File: src/rtl/cok_cevrim_denetleyici_pkg.sv
// Shared types for the multi-cycle M-extension controller: operation codes and FSM states.
package cok_cevrim_denetleyici_pkg;

    typedef enum logic [2:0] {
        OpMul    = 3'd0,
        OpMulh   = 3'd1,
        OpMulhsu = 3'd2,
        OpMulhu  = 3'd3,
        OpDiv    = 3'd4,
        OpDivu   = 3'd5,
        OpRem    = 3'd6,
        OpRemu   = 3'd7
    } mop_e;

    typedef enum logic [1:0] {
        StBosta = 2'd0,
        StBekle = 2'd1,
        StSonuc = 2'd2
    } durum_e;

endpackage

File: src/rtl/cok_cevrim_denetleyici_if.sv
// Bundles the execute-stage request/result and the iterative unit start/done signals.
interface cok_cevrim_denetleyici_if #(
    parameter int unsigned VERI_BIT   = 32,
    parameter int unsigned ETIKET_BIT = 4
);
    logic                  istek_gecerli_i;
    logic [2:0]            istek_kod_i;
    logic [VERI_BIT-1:0]   istek_islec1_i;
    logic [VERI_BIT-1:0]   istek_islec2_i;
    logic [ETIKET_BIT-1:0] istek_etiket_i;
    logic                  bosalt_i;
    logic                  cek_duraklat_i;
    logic                  duraklat_o;
    logic                  birim_baslat_o;
    logic [2:0]            birim_kod_o;
    logic [VERI_BIT-1:0]   birim_islec1_o;
    logic [VERI_BIT-1:0]   birim_islec2_o;
    logic                  birim_iptal_o;
    logic                  birim_bitti_i;
    logic [VERI_BIT-1:0]   birim_sonuc_i;
    logic                  sonuc_gecerli_o;
    logic [VERI_BIT-1:0]   sonuc_o;
    logic [ETIKET_BIT-1:0] sonuc_etiket_o;
    logic                  hata_o;

    // Environment side: execute stage plus the shared unit.
    modport master (
        output istek_gecerli_i, istek_kod_i, istek_islec1_i, istek_islec2_i, istek_etiket_i,
        output bosalt_i, cek_duraklat_i, birim_bitti_i, birim_sonuc_i,
        input  duraklat_o, birim_baslat_o, birim_kod_o, birim_islec1_o, birim_islec2_o,
        input  birim_iptal_o, sonuc_gecerli_o, sonuc_o, sonuc_etiket_o, hata_o
    );

    // Controller side.
    modport slave (
        input  istek_gecerli_i, istek_kod_i, istek_islec1_i, istek_islec2_i, istek_etiket_i,
        input  bosalt_i, cek_duraklat_i, birim_bitti_i, birim_sonuc_i,
        output duraklat_o, birim_baslat_o, birim_kod_o, birim_islec1_o, birim_islec2_o,
        output birim_iptal_o, sonuc_gecerli_o, sonuc_o, sonuc_etiket_o, hata_o
    );

endinterface

File: src/rtl/cok_cevrim_denetleyici.sv
// Sequences a shared iterative mul/div unit for one execute-stage request at a time, with
// flush, watchdog timeout and RISC-V divide corner cases resolved without the unit.
module cok_cevrim_denetleyici
    import cok_cevrim_denetleyici_pkg::*;
#(
    parameter int unsigned VERI_BIT    = 32,
    parameter int unsigned ETIKET_BIT  = 4,
    parameter int unsigned ZAMAN_ASIMI = 64
) (
    input logic                   clk_i,
    input logic                   rst_i,
    cok_cevrim_denetleyici_if.slave bag
);

    localparam int unsigned SAYAC_BIT = (ZAMAN_ASIMI > 1) ? $clog2(ZAMAN_ASIMI) : 1;
    localparam logic [SAYAC_BIT-1:0] SAYAC_SON = SAYAC_BIT'(ZAMAN_ASIMI - 1);
    localparam logic [VERI_BIT-1:0]  TUM_BIR   = '1;
    localparam logic [VERI_BIT-1:0]  EN_NEG    = {1'b1, {(VERI_BIT-1){1'b0}}};

    typedef struct packed {
        logic                ozel;
        logic [VERI_BIT-1:0] deger;
    } kose_t;

    // Divide-by-zero and signed-overflow results defined by the RISC-V M extension.
    function automatic kose_t kose_bul(input mop_e kod, input logic [VERI_BIT-1:0] a,
                                       input logic [VERI_BIT-1:0] b);
        kose_t r;
        r = '0;
        if (kod inside {OpDiv, OpDivu, OpRem, OpRemu}) begin
            if (b == '0) begin
                r.ozel  = 1'b1;
                r.deger = (kod inside {OpRem, OpRemu}) ? a : TUM_BIR;
            end else if ((kod inside {OpDiv, OpRem}) && a == EN_NEG && b == TUM_BIR) begin
                r.ozel  = 1'b1;
                r.deger = (kod == OpDiv) ? EN_NEG : '0;
            end
        end
        return r;
    endfunction

    durum_e                durum_q;
    logic [2:0]            kod_q;
    logic [VERI_BIT-1:0]   islec1_q;
    logic [VERI_BIT-1:0]   islec2_q;
    logic [ETIKET_BIT-1:0] etiket_q;
    logic [VERI_BIT-1:0]   sonuc_q;
    logic [SAYAC_BIT-1:0]  sayac_q;
    logic                  baslat_q;
    logic                  iptal_q;
    logic                  hata_q;
    logic                  gecerli_q;

    logic                  kabul;
    kose_t                 kose;
    logic [SAYAC_BIT-1:0]  sayac_art;

    assign kabul     = bag.istek_gecerli_i && !bag.bosalt_i;
    assign kose      = kose_bul(mop_e'(bag.istek_kod_i), bag.istek_islec1_i, bag.istek_islec2_i);
    assign sayac_art = (sayac_q == SAYAC_SON) ? sayac_q : sayac_q + 1'b1;

    always_ff @(posedge clk_i or posedge rst_i) begin
        if (rst_i) begin
            durum_q   <= StBosta;
            kod_q     <= '0;
            islec1_q  <= '0;
            islec2_q  <= '0;
            etiket_q  <= '0;
            sonuc_q   <= '0;
            sayac_q   <= '0;
            baslat_q  <= 1'b0;
            iptal_q   <= 1'b0;
            hata_q    <= 1'b0;
            gecerli_q <= 1'b0;
        end else begin
            baslat_q <= 1'b0;
            iptal_q  <= 1'b0;
            hata_q   <= 1'b0;
            unique case (durum_q)
                StBosta: begin
                    if (kabul) begin
                        kod_q    <= bag.istek_kod_i;
                        islec1_q <= bag.istek_islec1_i;
                        islec2_q <= bag.istek_islec2_i;
                        etiket_q <= bag.istek_etiket_i;
                        if (kose.ozel) begin
                            sonuc_q   <= kose.deger;
                            gecerli_q <= 1'b1;
                            durum_q   <= StSonuc;
                        end else begin
                            baslat_q <= 1'b1;
                            sayac_q  <= '0;
                            durum_q  <= StBekle;
                        end
                    end
                end
                StBekle: begin
                    sayac_q <= sayac_art;
                    // Priority: flush, then done, then watchdog.
                    if (bag.bosalt_i) begin
                        iptal_q <= 1'b1;
                        durum_q <= StBosta;
                    end else if (bag.birim_bitti_i) begin
                        sonuc_q   <= bag.birim_sonuc_i;
                        gecerli_q <= 1'b1;
                        durum_q   <= StSonuc;
                    end else if (sayac_art == SAYAC_SON) begin
                        hata_q  <= 1'b1;
                        iptal_q <= 1'b1;
                        durum_q <= StBosta;
                    end
                end
                StSonuc: begin
                    if (bag.bosalt_i || !bag.cek_duraklat_i) begin
                        gecerli_q <= 1'b0;
                        durum_q   <= StBosta;
                    end
                end
                default: begin
                    gecerli_q <= 1'b0;
                    durum_q   <= StBosta;
                end
            endcase
        end
    end

    // Stall is raised in the same cycle the request arrives.
    assign bag.duraklat_o      = (durum_q == StBekle) || ((durum_q == StBosta) && kabul);
    assign bag.birim_baslat_o  = baslat_q;
    assign bag.birim_kod_o     = kod_q;
    assign bag.birim_islec1_o  = islec1_q;
    assign bag.birim_islec2_o  = islec2_q;
    assign bag.birim_iptal_o   = iptal_q;
    assign bag.sonuc_gecerli_o = gecerli_q;
    assign bag.sonuc_o         = sonuc_q;
    assign bag.sonuc_etiket_o  = etiket_q;
    assign bag.hata_o          = hata_q;

endmodule

File: src/flat_wrapper.sv
// flat-port wrapper written by rule: the top's interface ports become plain ports
module cok_cevrim_denetleyici_flat import cok_cevrim_denetleyici_pkg::*;
#(
    parameter int unsigned VERI_BIT    = 32,
    parameter int unsigned ETIKET_BIT  = 4,
    parameter int unsigned ZAMAN_ASIMI = 64
)
  (clk_i, rst_i, bag_istek_gecerli_i, bag_istek_kod_i, bag_istek_islec1_i, bag_istek_islec2_i, bag_istek_etiket_i, bag_bosalt_i, bag_cek_duraklat_i, bag_birim_bitti_i, bag_birim_sonuc_i, bag_duraklat_o, bag_birim_baslat_o, bag_birim_kod_o, bag_birim_islec1_o, bag_birim_islec2_o, bag_birim_iptal_o, bag_sonuc_gecerli_o, bag_sonuc_o, bag_sonuc_etiket_o, bag_hata_o);
  cok_cevrim_denetleyici_if #(.VERI_BIT(VERI_BIT), .ETIKET_BIT(ETIKET_BIT)) bag_i ();
  input logic clk_i;
  input logic rst_i;
  input wire logic [$bits(bag_i.istek_gecerli_i)-1:0] bag_istek_gecerli_i;
  input wire logic [$bits(bag_i.istek_kod_i)-1:0] bag_istek_kod_i;
  input wire logic [$bits(bag_i.istek_islec1_i)-1:0] bag_istek_islec1_i;
  input wire logic [$bits(bag_i.istek_islec2_i)-1:0] bag_istek_islec2_i;
  input wire logic [$bits(bag_i.istek_etiket_i)-1:0] bag_istek_etiket_i;
  input wire logic [$bits(bag_i.bosalt_i)-1:0] bag_bosalt_i;
  input wire logic [$bits(bag_i.cek_duraklat_i)-1:0] bag_cek_duraklat_i;
  input wire logic [$bits(bag_i.birim_bitti_i)-1:0] bag_birim_bitti_i;
  input wire logic [$bits(bag_i.birim_sonuc_i)-1:0] bag_birim_sonuc_i;
  output wire logic [$bits(bag_i.duraklat_o)-1:0] bag_duraklat_o;
  output wire logic [$bits(bag_i.birim_baslat_o)-1:0] bag_birim_baslat_o;
  output wire logic [$bits(bag_i.birim_kod_o)-1:0] bag_birim_kod_o;
  output wire logic [$bits(bag_i.birim_islec1_o)-1:0] bag_birim_islec1_o;
  output wire logic [$bits(bag_i.birim_islec2_o)-1:0] bag_birim_islec2_o;
  output wire logic [$bits(bag_i.birim_iptal_o)-1:0] bag_birim_iptal_o;
  output wire logic [$bits(bag_i.sonuc_gecerli_o)-1:0] bag_sonuc_gecerli_o;
  output wire logic [$bits(bag_i.sonuc_o)-1:0] bag_sonuc_o;
  output wire logic [$bits(bag_i.sonuc_etiket_o)-1:0] bag_sonuc_etiket_o;
  output wire logic [$bits(bag_i.hata_o)-1:0] bag_hata_o;
  assign bag_i.istek_gecerli_i = bag_istek_gecerli_i;
  assign bag_i.istek_kod_i = bag_istek_kod_i;
  assign bag_i.istek_islec1_i = bag_istek_islec1_i;
  assign bag_i.istek_islec2_i = bag_istek_islec2_i;
  assign bag_i.istek_etiket_i = bag_istek_etiket_i;
  assign bag_i.bosalt_i = bag_bosalt_i;
  assign bag_i.cek_duraklat_i = bag_cek_duraklat_i;
  assign bag_i.birim_bitti_i = bag_birim_bitti_i;
  assign bag_i.birim_sonuc_i = bag_birim_sonuc_i;
  assign bag_duraklat_o = bag_i.duraklat_o;
  assign bag_birim_baslat_o = bag_i.birim_baslat_o;
  assign bag_birim_kod_o = bag_i.birim_kod_o;
  assign bag_birim_islec1_o = bag_i.birim_islec1_o;
  assign bag_birim_islec2_o = bag_i.birim_islec2_o;
  assign bag_birim_iptal_o = bag_i.birim_iptal_o;
  assign bag_sonuc_gecerli_o = bag_i.sonuc_gecerli_o;
  assign bag_sonuc_o = bag_i.sonuc_o;
  assign bag_sonuc_etiket_o = bag_i.sonuc_etiket_o;
  assign bag_hata_o = bag_i.hata_o;
  cok_cevrim_denetleyici #(.VERI_BIT(VERI_BIT), .ETIKET_BIT(ETIKET_BIT), .ZAMAN_ASIMI(ZAMAN_ASIMI)) u_core (.clk_i(clk_i), .rst_i(rst_i), .bag(bag_i));
endmodule
File: config.mk
export PLATFORM = sky130hd
export DESIGN_NAME = cok_cevrim_denetleyici_flat
export DESIGN_NICKNAME = d
export VERILOG_FILES = /design/src/rtl/cok_cevrim_denetleyici_pkg.sv /design/src/rtl/cok_cevrim_denetleyici_if.sv /design/src/rtl/cok_cevrim_denetleyici.sv /design/src/flat_wrapper.sv
export SDC_FILE = /design/constraint.sdc
export NUM_CORES = 1
export LEC_CHECK = 0
export CORE_MARGIN = 3
export CORE_UTILIZATION = 23
export DETAILED_ROUTE_END_ITERATION = 6
export PLACE_DENSITY = 0.59
export SLEW_MARGIN = 20
export SYNTH_ARGS = -nofsm -noshare
export SYNTH_HDL_FRONTEND = slang
export SYNTH_SLANG_ARGS = --single-unit
File: constraint.sdc
create_clock -name clk_i -period 3.58 [get_ports clk_i]
set_input_delay 0.537 -clock clk_i [delete_from_list [all_inputs] [get_ports clk_i]]
set_output_delay 0.537 -clock clk_i [all_outputs]
set_load 0.02 [all_outputs]
==> Word-level counts from Yosys, hierarchy flattened <==
Index checks and enable logic that the tools add are counted.
Widths: inputs -> output; s select.
{ "totals": {"inputBits": 109, "wordCells": 84, "reg_bits": 115} }
{ "classes": {"add_sub_neg": 1, "muxes": 36, "eq_ne": 17, "reduce_logical": 19} }
{ "op_table": {"columns": ["operator", "n"], "rows": [
  ["$mux 32", 6],
  ["$mux 33", 3],
  ["$eq 32x32->1 const B", 2],
  ["$pmux 32 s2", 1],
  ["$logic_not 32->1", 1],
  ["$mux 6", 3],
  ["$mux 1", 14],
  ["$eq 3x3->1 const B", 4],
  ["$eq 6x6->1 const B", 2],
  ["$mux 2", 6],
  ["$pmux 6 s2", 1],
  ["$reduce_and 5->1", 2],
  ["$add 6x1->6 const B", 1],
  ["$ne 2x1->1 const B", 3],
  ["$ne 2x2->1 const B", 3],
  ["$pmux 2 s3", 1],
  ["$reduce_and 3->1", 2],
  ["$reduce_bool 2->1", 3],
  ["$logic_and 1x1->1", 4],
  ["$ne 4x3->1 const B", 1],
  ["$reduce_bool 4->1", 1],
  ["$pmux 1 s3", 1],
  ["$eq 2x1->1 const B", 1],
  ["$eq 2x2->1 const B", 1],
  ["other kinds (4)", 6]
]} }

==> Logic depth before layout (Yosys ltp) <==
Gate-level depths: netlist of the first run.
{ "logic_depth": {"ltp_word": 10, "depth_mapped": 8, "mapped_depth_nobuf": 7} }

==> Worst setup path after synthesis of the first run <==
No wires, ideal clock.
{ "synth_timing": {"path_type": "input port to flip-flop", "startpoint": "input bag_istek_islec1_i[1]", "endpoint": "register u_core.sonuc_q[10] (netlist: u_core.bag.sonuc_o[10])", "arrival_ps": 2067, "t_required_ps": 3452, "setup_slack_ps": 1386, "path_buffers": 2, "setup_ps": 128, "path_stages": 7, "path_cell_list": "or4_1 nor3_1 a32o_2 buf_6 a32oi_4 buf_6 mux2_1"} }
{ "synth_via": {"elab_chain_len": 9, "elab_cells_between_ends": 11, "classes_between": "eq/ne (2); mux (6); reduce/logical (3)"} }
{ "synth_rtl": {"columns": ["item", "line_no", "rtl"], "rows": [
  ["from (decl)", "flat_wrapper.sv:14", "input wire logic [$bits(bag_i.istek_islec1_i)-1:0] bag_istek_islec1_i;"],
  ["$eq 32x32->1 *", "cok_cevrim_denetleyici.sv:34", "end else if ((kod inside {OpDiv, OpRem}) && a == EN_NEG && b == TUM_BIR) begin"],
  ["$logic_and 1x1->1 * (2 in series)", "cok_cevrim_denetleyici.sv:34", null],
  ["$mux 33 *", "cok_cevrim_denetleyici.sv:34", null],
  ["$mux 33 *", "cok_cevrim_denetleyici.sv:31", "if (b == '0) begin"],
  ["$mux 33 *", "cok_cevrim_denetleyici.sv:30", "if (kod inside {OpDiv, OpDivu, OpRem, OpRemu}) begin"],
  ["$mux 32", "cok_cevrim_denetleyici.sv:86", "if (kose.ozel) begin"],
  ["$mux 32", "cok_cevrim_denetleyici.sv:81", "if (kabul) begin"],
  ["$pmux 32 s2", "cok_cevrim_denetleyici.sv:79", "unique case (durum_q)"],
  ["to (signal assigned)", "cok_cevrim_denetleyici.sv:87", "sonuc_q <= kose.deger;"],
  ["to (signal assigned)", "cok_cevrim_denetleyici.sv:104", "sonuc_q <= bag.birim_sonuc_i;"],
  ["to (decl)", "cok_cevrim_denetleyici.sv:47", "logic [VERI_BIT-1:0] sonuc_q;"]
]} }
Mark *: on every way between the ends. The rest lies on a longest branch, timed or not. The select of a mux whose other input is x is not followed.
A chain may end at the register's enable or synchronous reset.

==> Worst setup path in the final report of the first run <==
{ "layout_timing": {"startpoint": "input bag_bosalt_i", "endpoint": "output bag_duraklat_o"} }
{ "layout_via": {"elab_chain_len": 4} }
{ "layout_rtl": {"columns": ["item", "line_no", "rtl"], "rows": [
  ["from (decl)", "flat_wrapper.sv:17", "input wire logic [$bits(bag_i.bosalt_i)-1:0] bag_bosalt_i;"],
  ["$logic_not 1->1", "cok_cevrim_denetleyici.sv:58", "assign kabul = bag.istek_gecerli_i && !bag.bosalt_i;"],
  ["$logic_and 1x1->1", "cok_cevrim_denetleyici.sv:58", null],
  ["$logic_and 1x1->1", "cok_cevrim_denetleyici.sv:128", "assign bag.duraklat_o = (durum_q == StBekle) || ((durum_q == StBosta) && kabul);"],
  ["$logic_or 1x1->1", "cok_cevrim_denetleyici.sv:128", null],
  ["to (decl)", "flat_wrapper.sv:21", "output wire logic [$bits(bag_i.duraklat_o)-1:0] bag_duraklat_o;"]
]} }
No other way between the ends.

==> run metrics, run 1 <==
status finished clean; dpl hpwl 12620 µm; synth warn 0; Max Cap Violations 0; Worst Setup End Kind output pin; layout cells sized above 1 0.1802; post-synth top area share 0.5333; P_leak ~0.0034 µW; gpl congestion roughly 0.75; Post-synth EDFFs 0; n_diodes 0; WL/cell ~18 µm; Placement Cell Area approximately 8000 µm²; Max Slew Vio Count 0; initial core utilization 0.2362; Slew HR 0.4935; top-level I/O count 217; CP Launch Type input port; dpl cells 960; Crit Path Max Fanout 7; vias in the first global route 4624; Top FF cell, synth dfrtp_1; Post-CTS Hold Buffers 0; most common cell in the netlist dfrtp_1; Pre-antenna DRT Iters 5; Post-CTS Setup Repair Bufs 0; # rows 55; synth cell count leaders 115 x dfrtp_1, 74 x mux2_2, 45 x nand2_1; Final TNS setup 0 ns; RSZ-0062 raised after global routing false; routed wire length ~18000 µm; flops & latches, synth roughly 120; Worst Path Class, Setup input port to output pin; maximum VDD drop about 0.26 mV; port bufs between 200 and 250; Via-to-Cell Ratio between 4 and 5; clock skew ~0.007 ns; Critical Path RT approximately 3 ns; die width between 150 and 200 µm; pin count of the biggest net entering global routing approximately 120; critical path arrival between 2 and 2.5 ns; area of the core roughly 23000 µm²; Unique masters post-synth 38; first-pass GRT wire length ~28000 µm; NumNets Final roughly 780; post-synthesis sequential area ratio 0.5333; leading area contributor after synthesis dfrtp_1; H-tree Lvls 4; Clock Tree Buf Depth 2; Final Hold Slack 0.4891 ns; drt initial violations 230; initial antenna violation count 0; total gr overflow 0; clock-pin slew on the worst setup and hold paths 0.06 ns; Final Hold Viols 0; Die Span Y around 160 µm; max frequency 333.8 MHz; die area approximately 25000 µm²; CTS Sinks roughly 120; Tightest Hold Check Type flop to flop; Final Instance Area about 8500 µm²; clk_lat worst skew roughly 0.42 ns; CTS Buf Count 17; post-synthesis cell count 448; Post-Syn Nets ~560; fin crit period about 3.0 ns; pwr dens roughly 560 nW/µm²; # DRC 0; Syn Area/Cell between 10 and 15 µm²; top post-synthesis cells by area dfrtp_1 53%, mux2_2 15%, mux2_1 5.8%; async set or reset register ratio after synthesis 1.000; vias post-DR 4364; fin crit share 0.8368; post-CTS sizing 0; area delta synth->final 57.22%; post-synth design cell area 5396 µm²; gr usage total 0.1396; Routed Antenna Nets 0; CTS tree yes; actual slew at the worst max-slew pin 0.7578 ns; Root Driver clkbuf_16; Post-Layout Cell Count between 900 and 1000; setup violators final 0
==> final timing paths <==
path,startpoint,endpoint,slack [ns],depth (start not counted)
setup / recovery,bag_bosalt_i,bag_duraklat_o,0.58,5
hold / removal,u_core.bag.sonuc_o[10],u_core.bag.sonuc_o[10],0.49,1
setup reg to reg,u_core.durum_q[0],u_core.bag.birim_islec1_o[9],1.45,3
hold reg to reg,u_core.bag.sonuc_o[10],u_core.bag.sonuc_o[10],0.49,1
max in group asynchronous,rst_i,u_core.bag.sonuc_o[29],2.45,3
min in group asynchronous,rst_i,u_core.bag.sonuc_etiket_o[1],0.66,3
==> sequential cells by signal, indices dropped and copies added (netlist names) <==
name and cells:
u_core.bag.birim_islec1_o 32, u_core.sayac_q 6, u_core.bag.birim_iptal_o 1, u_core.durum_q 2, u_core.bag.hata_o 1, u_core.bag.birim_baslat_o 1
u_core.bag.sonuc_o 32, u_core.bag.sonuc_etiket_o 4, u_core.bag.birim_islec2_o 32, u_core.bag.sonuc_gecerli_o 1, u_core.bag.birim_kod_o 3
==> report_power, final <==
group          total (µW)  leakage, µW  switching (µW)  internal (µW)
clock network        1650     0.000268             623           1030
logic                1420      0.00173             672            749
registers            1680      0.00143             133           1550
total                4760      0.00342            1430           3330
==> worst max-delay path: stages <==
cell	delay, ns
clkdlybuf4s50_1	0.55
inv_1	0.20
a21oi_1	0.15
nor2_1	0.33
clkdlybuf4s50_1	0.70
==> layout by cell type (no fill, tap or decap), types with 8 or more instances in the layout <==
cell type / instances
mux2_2: 74
dfrtp_1: 115
nor3_1: 8
buf_4: 9
nand2_1: 45
clkdlybuf4s50_1: 216
nor2b_1: 33
clkbuf_16: 17
a21oi_1: 9
nor4_1: 16
mux2_1: 28
o31ai_1: 33
nand4_1: 9
==> routing by layer <==
metal  vias up  track usage  wire length (µm)
li1       2064            -                 -
met1      2123       0.1842              8079
met2       163       0.2143              7920
met4         0      0.03661               180
met5         -            0                 0
met3        14      0.05515              1333
==> area by class of cell <==
class                           instances  area (µm²)
Clock inverter                         10       111.4
Inverter                                7       30.03
Clock buffer                           20       446.7
Sequential cell                       115        2878
Tap cell                              313       391.6
Multi-Input combinational cell        298        2357
Timing Repair Buffer                  227        2270
Fill cell                            2300       14360
==> stage by stage <==
stage	power, µW	utilization	setup slack (ns)
6_report	4756	0.3714	0.5843
5_1_grt	4993	0.3714	0.4756
4_1_cts	4838	0.3714	0.5717
3_5_place_dp	3145	0.3469	0.2586
3_3_place_gp	3133	0.3469	0.3130
2_1_floorplan	2375	-	1.386
==> kinds of logic (layout without fill, tap and decap cells) <==
group,Yosys count,count (layout),synth area share
xor gates and xnor gates,1,1,0.001623
buffers and inverters,35,264,0.03246
muxes,104,104,0.2166
AOI/OAI and AO/OA,61,61,0.08463
DFF,115,115,0.5333
adders and majority gates,1,1,0.002318
and+or+nand+nor,131,131,0.1291
Note: power is estimated with default switching activity, not from simulation.
==> run 2: changes to the inputs <==
- PLACE_DENSITY: 0.59 -> 0.57
- clock period: 3.58 -> 2.9 ns (I/O delays scaled with it)
==> run 2 against run 1 <==
Effect of this change: total power is 28% higher; critical path type is now input port to flop; hold slack worse by 0.0044 ns; clock skew is 0.0026 ns higher.
==> run metrics, run 2 (synthesis gave the netlist of run 1 again) <==
Clock Tree Buf Depth 2 (unchanged); gpl congestion 0.7875 (+5.4%); # DRC 0 (unchanged); Flop pwr share 0.341 (-0.013); layout cells sized above 1 0.2029 (+0.02267); # rows 55 (unchanged); Slew HR 0.6809 (+0.1874); clk_lat worst skew 0.41 ns (about the same); Critical Path RT 3.18 ns (+0.14 ns); Worst Path Class, Setup input port to flop; total gr overflow 0 (unchanged); Die Span Y 159.2 µm (unchanged); drt initial violations 172 (-25%); NumNets Final 792 (+2.1%); Post-CTS Hold Buffers 0 (unchanged); H-tree Lvls 4 (unchanged); combinational fraction of design power 0.291 (-0.008); n_diodes 0 (unchanged); actual slew at the worst max-slew pin 0.4743 ns (-0.2834 ns); max frequency between 300 and 400 MHz; top-level I/O count 217 (unchanged); Fillers 2316 (+0.70%); Final Hold Viols 0 (unchanged); initial antenna violation count 0 (unchanged); most common cell after layout, fill and taps aside clkdlybuf4s50_1; gr usage total 0.1388 (-0.0007954); CP Launch Type input port; Placement Cell Area 8097 µm² (+2.1%); die area 25340 µm² (unchanged); Worst Setup End Kind flop; initial core utilization 0.2362 (unchanged); fin crit period between 2 and 3 ns; CTS tree yes; Psw 1788 µW (+25%); Pint 4315 µW (+30%); dpl hpwl 12680 µm (+0.47%); WL/cell 17.21 µm (-2.7%); Routed Antenna Nets 0 (unchanged); RSZ-0062 raised after global routing false; clock-pin slew on the worst setup and hold paths 0.06 ns (about the same); routed wire length 17350 µm (-0.94%); P_leak 0.003559 µW (+3.9%); vias in the first global route 4802 (+3.8%); Max Cap Violations 0 (unchanged); most frequent cells in the layout 216 x clkdlybuf4s50_1, 115 x dfrtp_1, 74 x mux2_2, 45 x nand2_1; Tightest Hold Check Type flop to flop; Pre-antenna DRT Iters 4 (-1); fin crit share 0.8944; vias post-DR 4411 (+1.1%); Root Driver clkbuf_16; die width 159.2 µm (unchanged); Final TNS setup 0 ns (unchanged); status finished clean; Reg area 2878 µm² (unchanged); port bufs 216 (unchanged); Switching Fraction 0.2930 (-0.007149); setup violators final 0 (unchanged); pwr dens 699.7 nW/µm² (+25%); Post-CTS Setup Repair Bufs 0 (unchanged); Clk pwr share 0.369 (+0.022); CTS Sinks 115 (unchanged); Via-to-Cell Ratio 4.376 (-0.73%); post-CTS sizing 0 (unchanged); multi-input logic area 2357 µm² (unchanged); area delta synth->final 61.65%; clock skew 0.009804 ns (+0.002610 ns); Crit Path Max Fanout 21 (+14); critical path arrival 2.88 ns (+0.42 ns); maximum VDD drop 0.3265 mV (+23%); area of the core 22850 µm² (unchanged); Max Slew Vio Count 0 (unchanged); pin count of the biggest net entering global routing 60 (-48%); CTS Buf Count 17 (unchanged); first-pass GRT wire length 27910 µm (+0.62%); Final Instance Area 8723 µm² (+2.8%)
## run 2: cell types whose count changed in the layout (fill, tap and decap cells not counted)
cell       before  now
buf_12          2    6
clkinv_2        4    3
bufinv_16       2    4
clkinv_4        1    3
buf_4           9   21
clkbuf_1        2    1
## run 2: per-stage QoR
step | worst slack [ns] | std cells | util | hold WS, ns | total power, µW
final | 0.3062 | 1008 | 0.3818 | 0.4847 | 6104
after CTS | 0.2171 | 1008 | 0.3818 | 0.4893 | 6207
after detailed placement | -0.2056 | 976 | 0.3544 | 0.4799 | 3904
after global placement | -0.1950 | 976 | 0.3544 | 0.4740 | 3894
after global routing | 0.1325 | 1008 | 0.3818 | 0.5055 | 6400
after floorplan | 0.8076 | 448 | - | 0.5056 | 2932
## run 2: layout make-up
type / instances / share of cell area
clock inverters: 13 / 0.02108
well taps: 313 / 0.04489
flip-flops and latches: 115 / 0.3299
inverters: 7 / 0.003442
repair buffers: 243 / 0.2797
clock buffers: 19 / 0.05077
multi-input cells: 298 / 0.2702
## run 2: final timing paths
path | start | end | slack (ns) | cells past startpoint
hold / removal | u_core.bag.sonuc_o[17] | u_core.bag.sonuc_o[17] | 0.48 | 1
setup / recovery | bag_istek_islec1_i[18] | u_core.bag.sonuc_o[15] | 0.31 | 10
max in group asynchronous | rst_i | u_core.bag.sonuc_o[15] | 2.11 | 3
min in group asynchronous | rst_i | u_core.bag.birim_islec2_o[10] | 0.49 | 3
hold reg to reg | u_core.bag.sonuc_o[17] | u_core.bag.sonuc_o[17] | 0.48 | 1
setup reg to reg | u_core.durum_q[0] | u_core.bag.sonuc_o[12] | 0.94 | 4
## run 2: worst max-delay path, cell delays in order
cell and delay, ns:
clkdlybuf4s50_1 0.44, nor4_1 0.30, buf_4 0.17, nand3_1 0.07, nor4_1 0.45, buf_4 0.19, a32o_2 0.20, a32oi_4 0.08
buf_12 0.20, mux2_1 0.32
## run 2: routing by layer
metal,vias up,GRT usage,wire length (µm)
met3,15,0.05229,1167
met4,0,0.03462,187
met1,2147,0.1825,8016
met5,-,0,0
li1,2102,-,-
met2,147,0.2166,7976
## run 2: power by group through the flow
stage	clock (µW)	sequential [µW]	combinational, µW
after CTS	2320	2080	1800
after detailed placement	0	2110	1800
after global placement	0	2100	1800
after global routing	2390	2120	1890
final	2250	2080	1770
after floorplan	0	2460	468
